==> src/rtl/display_pkg.sv <==
// Shared constants for the display scan controller: two-state FSM encoding,
// common-anode seven-segment patterns and the 2-to-4 anode decoder.
package display_pkg;

  localparam logic [0:0] ST_BLANK = 1'b0;
  localparam logic [0:0] ST_SCAN  = 1'b1;

  // Active-low {g,f,e,d,c,b,a}; entry n is the pattern for hex digit n.
  localparam logic [15:0][6:0] SEG_PATTERNS = {
    7'h0E, 7'h06, 7'h21, 7'h46, 7'h03, 7'h08, 7'h10, 7'h00,
    7'h78, 7'h02, 7'h12, 7'h19, 7'h30, 7'h24, 7'h79, 7'h40
  };

  localparam logic [6:0] SEG_ALL_OFF = 7'h7F;

  function automatic logic [3:0] decode_2to4(input logic [1:0] sel);
    logic [3:0] onehot;
    onehot      = '0;
    onehot[sel] = 1'b1;
    return onehot;
  endfunction

endpackage

==> src/rtl/hex_seg7_decoder.sv <==
// Combinational hex nibble to active-low seven-segment pattern.
module hex_seg7_decoder
  import display_pkg::*;
(
  input  logic [3:0] nibble_i,
  output logic [6:0] seg_o
);

  assign seg_o = SEG_PATTERNS[nibble_i];

endmodule

==> src/rtl/display_scan_controller.sv <==
// Four-digit multiplexed seven-segment scan controller with frame-aligned loads.
// Optional: define DISPLAY_SCAN_LEADING_ZERO_BLANK_EN to blank leading zero digits.
module display_scan_controller
  import display_pkg::*;
#(
  parameter int unsigned PRESCALE_DIV = 100000
) (
  input  logic        clk,
  input  logic        reset,
  input  logic        enable,
  input  logic        loadValid,
  input  logic [15:0] loadData,
  output logic        loadReady,
  output logic [1:0]  digitSelect,
  output logic [3:0]  anodeOut,
  output logic [6:0]  segmentOut
);

  localparam int unsigned   PW            = $clog2(PRESCALE_DIV);
  localparam logic [PW-1:0] PRESCALE_LAST = PW'(PRESCALE_DIV - 1);

  logic [0:0]    state_q, state_d;
  logic [PW-1:0] presc_q, presc_d;
  logic [1:0]    dsel_q, dsel_d;
  logic [3:0]    anode_q, anode_d;
  logic [6:0]    seg_q, seg_d;
  logic [15:0]   disp_q, disp_d;
  logic [15:0]   shadow_q, shadow_d;
  logic          pending_q, pending_d;

  logic          tick, frame, lead_blank;
  logic [3:0]    nibble;
  logic [6:0]    seg_dec;

  assign nibble = disp_q[{dsel_q, 2'b00} +: 4];

  hex_seg7_decoder u_seg_dec (
    .nibble_i (nibble),
    .seg_o    (seg_dec)
  );

`ifdef DISPLAY_SCAN_LEADING_ZERO_BLANK_EN
  always_comb begin
    case (dsel_q)
      2'd1:    lead_blank = (disp_q[15:4]  == '0);
      2'd2:    lead_blank = (disp_q[15:8]  == '0);
      2'd3:    lead_blank = (disp_q[15:12] == '0);
      default: lead_blank = 1'b0;
    endcase
  end
`else
  assign lead_blank = 1'b0;
`endif

  always_comb begin
    case (state_q)
      ST_BLANK: state_d = enable ? ST_SCAN : ST_BLANK;
      default:  state_d = enable ? ST_SCAN : ST_BLANK;
    endcase

    presc_d   = presc_q;
    dsel_d    = dsel_q;
    anode_d   = anode_q;
    seg_d     = seg_q;
    disp_d    = disp_q;
    shadow_d  = shadow_q;
    pending_d = pending_q;
    tick      = 1'b0;
    frame     = 1'b0;

    // Outputs follow the next state so an enable edge shows on the very next cycle.
    if (state_d == ST_SCAN) begin
      tick    = (presc_q == PRESCALE_LAST);
      frame   = tick && (dsel_q == 2'd3);
      presc_d = tick ? '0 : presc_q + 1'b1;
      dsel_d  = tick ? dsel_q + 2'd1 : dsel_q;
      anode_d = lead_blank ? '0 : decode_2to4(dsel_q);
      seg_d   = seg_dec;
      if (frame && pending_q) begin
        disp_d    = shadow_q;
        pending_d = 1'b0;
      end
    end else begin
      presc_d = '0;
      dsel_d  = '0;
      anode_d = '0;
      seg_d   = SEG_ALL_OFF;
      if (pending_q) begin
        disp_d    = shadow_q;
        pending_d = 1'b0;
      end
    end

    // Only accepted when nothing is pending, so it can never collide with a copy.
    if (loadValid && !pending_q) begin
      shadow_d  = loadData;
      pending_d = 1'b1;
    end
  end

  always_ff @(posedge clk) begin
    if (reset) begin
      state_q   <= ST_BLANK;
      presc_q   <= '0;
      dsel_q    <= '0;
      anode_q   <= '0;
      seg_q     <= SEG_ALL_OFF;
      disp_q    <= '0;
      shadow_q  <= '0;
      pending_q <= 1'b0;
    end else begin
      state_q   <= state_d;
      presc_q   <= presc_d;
      dsel_q    <= dsel_d;
      anode_q   <= anode_d;
      seg_q     <= seg_d;
      disp_q    <= disp_d;
      shadow_q  <= shadow_d;
      pending_q <= pending_d;
    end
  end

  assign loadReady   = !pending_q;
  assign digitSelect = dsel_q;
  assign anodeOut    = anode_q;
  assign segmentOut  = seg_q;

endmodule

==> config.mk <==
export PLATFORM = sky130hd
export DESIGN_NAME = display_scan_controller
export DESIGN_NICKNAME = d
export VERILOG_FILES = /design/src/rtl/display_pkg.sv /design/src/rtl/hex_seg7_decoder.sv /design/src/rtl/display_scan_controller.sv
export SDC_FILE = /design/constraint.sdc
export NUM_CORES = 1
export LEC_CHECK = 0
export ABC_AREA = 1
export CORE_UTILIZATION = 55
export CTS_CLUSTER_SIZE = 25
export DETAILED_ROUTE_END_ITERATION = 8
export PLACE_DENSITY = 0.85
export SLEW_MARGIN = 20
export SYNTH_ARGS = -nofsm -noshare
export SYNTH_HDL_FRONTEND = slang
export SYNTH_SLANG_ARGS = --single-unit
==> constraint.sdc <==
create_clock -name clk -period 2 [get_ports clk]
set_clock_uncertainty 0.05 [all_clocks]
set_input_delay 0.5 -clock clk [delete_from_list [all_inputs] [get_ports clk]]
set_output_delay 0.5 -clock clk [all_outputs]
set_load 0.01 [all_outputs]
==> results of run 1 <==
## cells in the mapped netlist (4+ instances only)
master | number | area, um2
a21oi_1 | 42 | 210.2
buf_6 | 6 | 67.56
dfxtp_1 | 63 | 1261
ha_1 | 11 | 137.6
inv_1 | 44 | 165.2
nand2_1 | 66 | 247.7
nand3_1 | 35 | 175.2
nor2_1 | 37 | 138.9
nor3_1 | 4 | 20.02
o21ai_0 | 26 | 130.1
xor2_1 | 4 | 35.03
## layout by cell type, fill, tap and decap left out, types with 3 or more instances in the layout
master and n:
buf_4 6, o211ai_1 3, inv_2 3, a21oi_1 42, nand2_1 66, nand3_1 35
xor2_1 4, o21ai_0 26, inv_1 44, nor2_1 37, ha_1 11, nor3_1 4
clkdlybuf4s50_1 33, clkbuf_8 11, nand3_2 3, dfxtp_1 62, nor2_2 3
## state kept, by name, indices dropped and copies added, names as in the netlist
| signal | count |
|---|---|
| pending_q | 1 |
| segmentOut | 7 |
| anodeOut | 4 |
| presc_q | 17 |
| digitSelect | 2 |
| disp_q | 16 |
| shadow_q | 16 |
## final timing paths
| check | depth (start not counted) | end | start |
|---|---|---|---|
| min | 2 | shadow_q[15] | shadow_q[15] |
| max | 1 | digitSelect[0] | digitSelect[0] |
| min reg2reg | 2 | shadow_q[15] | shadow_q[15] |
| max reg2reg | 10 | disp_q[15] | presc_q[0] |
## power by group
| part | switching (mW) | internal [mW] |
|---|---|---|
| Clock | 0.488 | 0.767 |
| Sequential | 0.0215 | 1.32 |
| Combinational | 0.156 | 0.123 |
## cells by family (layout without fill, tap and decap cells)
family                     Yosys count  in the layout  synth area share
AOI/OAI and AO/OA                   75             75            0.1375
xor gates and xnor gates             5              5           0.01537
buffers and inverters               62            102            0.1001
adders and majority gates           11             11           0.04831
and+or+nand+nor                    161            161            0.2560
DFF                                 63             63            0.4427
## routing by layer
| metal | global-route usage | vias to the layer above | share of wire |
|---|---|---|---|
| li1 | - | 1282 | - |
| met1 | 0.2506 | 1026 | 0.45 |
| met2 | 0.3646 | 74 | 0.49 |
| met3 | 0.07859 | 2 | 0.053 |
| met4 | 0.08761 | 0 | 0.0040 |
| met5 | 0 | - | 0 |
## metrics by stage
| step | power (mW) | setup slack, ps |
|---|---|---|
| 2_1_floorplan | 1.552 | 352.6 |
| 3_3_place_gp | 1.633 | 173.5 |
| 3_5_place_dp | 1.641 | 126.8 |
| 4_1_cts | 2.891 | 111.2 |
| 5_1_grt | 2.994 | 18.89 |
| 6_report | 2.871 | 107.0 |
## repair_timing
action / 4_1_cts / 5_1_grt
setup endpoints to repair: 1 / 1
cloned: 0 / 0
resized for setup: 1 / 1
## final cells by class
class                   count  area (um2)
clock buffers              11       151.4
clock inverters             5       80.08
fillers                   387        1411
inverters                  47       176.4
multi-input cells         252        1308
flip-flops and latches     63        1262
well taps                  67       83.83
repair buffers             39       375.4
==> flow_summary_export.csv, run 1 <==
group,metric,value,unit
status,status,"finished, final reports clean",
drt,wl_per_cell,11.37,um
timing,slew_viol_final,0,
drt,vias_per_cell,4.926,
synthesis,yosysSeqAreaShare,0.4427,
synthesis,ys.flop_type,"dfxtp_1",
critical_path,worstSetupEndpointType,"output port",
critical_path,critPathLaunchType,"flip-flop",
drt,routed_wl,5.501,mm
synthesis,ys.warnings.count,0,
global_routing,grt_pass1_vias,2166,
clock_tree,cts_buffer_depth,2,
die,start_util,0.5876,
placed_design,io_buffer_count,33,
die,die_w,73.97,um
synthesis,synth_edf_count,0,
synthesis,synth_nets,408,
drt,drtPass1Iterations,4,
power_and_ir_drop,power.density,835.4,nW/um2
critical_path,crit_fanout,5,
drt,vias,2384,
flow_run,cap_violations,0,
min_path,hold_class,"flip-flop to flip-flop",
timing,relSlewSlack,0.7830,
global_routing,grt.overflow.total,0,
die,die_area,5472,um2
final_layout,finalNonFillerCells,484,
global_routing,grt_pass1_wl,8.942,mm
placed_design,dpl-instance-area,3199,um2
synthesis,synth.distinct_cells,30,
timing,fin_crit,1893,ps
global_routing,grt_max_degree,35,
clock_tree,cts_hold_buffers,0,
timing,finalHoldWorstSlack,405.3,ps
placed_design,finalWeightedCongestion,0.8435,
die,io-pin-count,34,
die,rows,25,
clock_tree,cts_tree,"yes",
timing,rsz0062_at_grt,"no",
critical_path,required,1450,ps
timing,min_period_over_period,0.9465,
clock_tree,root_buffer,"clkbuf_8",
die,fp.dieH,73.97,um
clock_tree,insertion_delay,340,ps
final_layout,post-route-util,0.7089,
critical_path,crit_family,"buffers and inverters",
critical_path,critPathMaxStageDelay,580,ps
placed_design,dp_cells,468,
critical_path,critPathKind,"flip-flop to output port",
clock_tree,cts.htree.levels,3,
drt,drcViolationCount,0,
synthesis,ys_async_sr_fraction,0,
global_routing,antenna_found_initial,0,
critical_path,rrSetupSlack,200,ps
clock_tree,clk_pin_slew,70,ps
timing,max_freq,0.5283,GHz
critical_path,cp.arrival,1340,ps
die,coreArea,4848,um2
final_layout,n_antenna_cell,0,
placed_design,dp_hpwl,3.672,mm
global_routing,grt_usage,0.2168,
timing,setup_violations,0,
final_layout,syn2layout_area_growth,20.64,%
power_and_ir_drop,leakagePower,1.384,nW
critical_path,path_cells,"clkdlybuf4s50_1",
drt,drtAntennaViolNets,0,
final_layout,layout.nets,443,
clock_tree,clock_sinks,63,
critical_path,worst-path-buf-inv,1,
synthesis,syn_inst,377,
synthesis,avgSynthCellArea,7.557,um2
clock_tree,post_cts_buffers,0,
timing,fin_tns_setup,0,ps
drt,drtIter0Drc,142,
synthesis,synthesis.area,2849,um2
critical_path,slowest_stage,"clkdlybuf4s50_1",
synthesis,ys_ff_latch,63,
final_layout,final_layout_size_suffix_gt1_frac,0.09592,
clock_tree,cts_buffers,9,
timing,final-hold-violation-count,0,
final_layout,stdcell_area,3437,um2
timing,worstMarginPinSlew,323.0,ps
power_and_ir_drop,irDropWorstVdd,0.0005530,V
(Power assumes the default switching activity.)
==> run 2: changes to the inputs <==
--- a/config.mk
+++ b/config.mk
@@ -9,6 +9,7 @@
 export CORE_UTILIZATION = 55
 export CTS_CLUSTER_SIZE = 25
 export DETAILED_ROUTE_END_ITERATION = 8
+export GPL_ROUTABILITY_DRIVEN = 0
 export PLACE_DENSITY = 0.85
 export SLEW_MARGIN = 20
 export SYNTH_ARGS = -nofsm -noshare
==> results of run 2 <==
Final layout, timing and power as in run 1 (identical DEF).
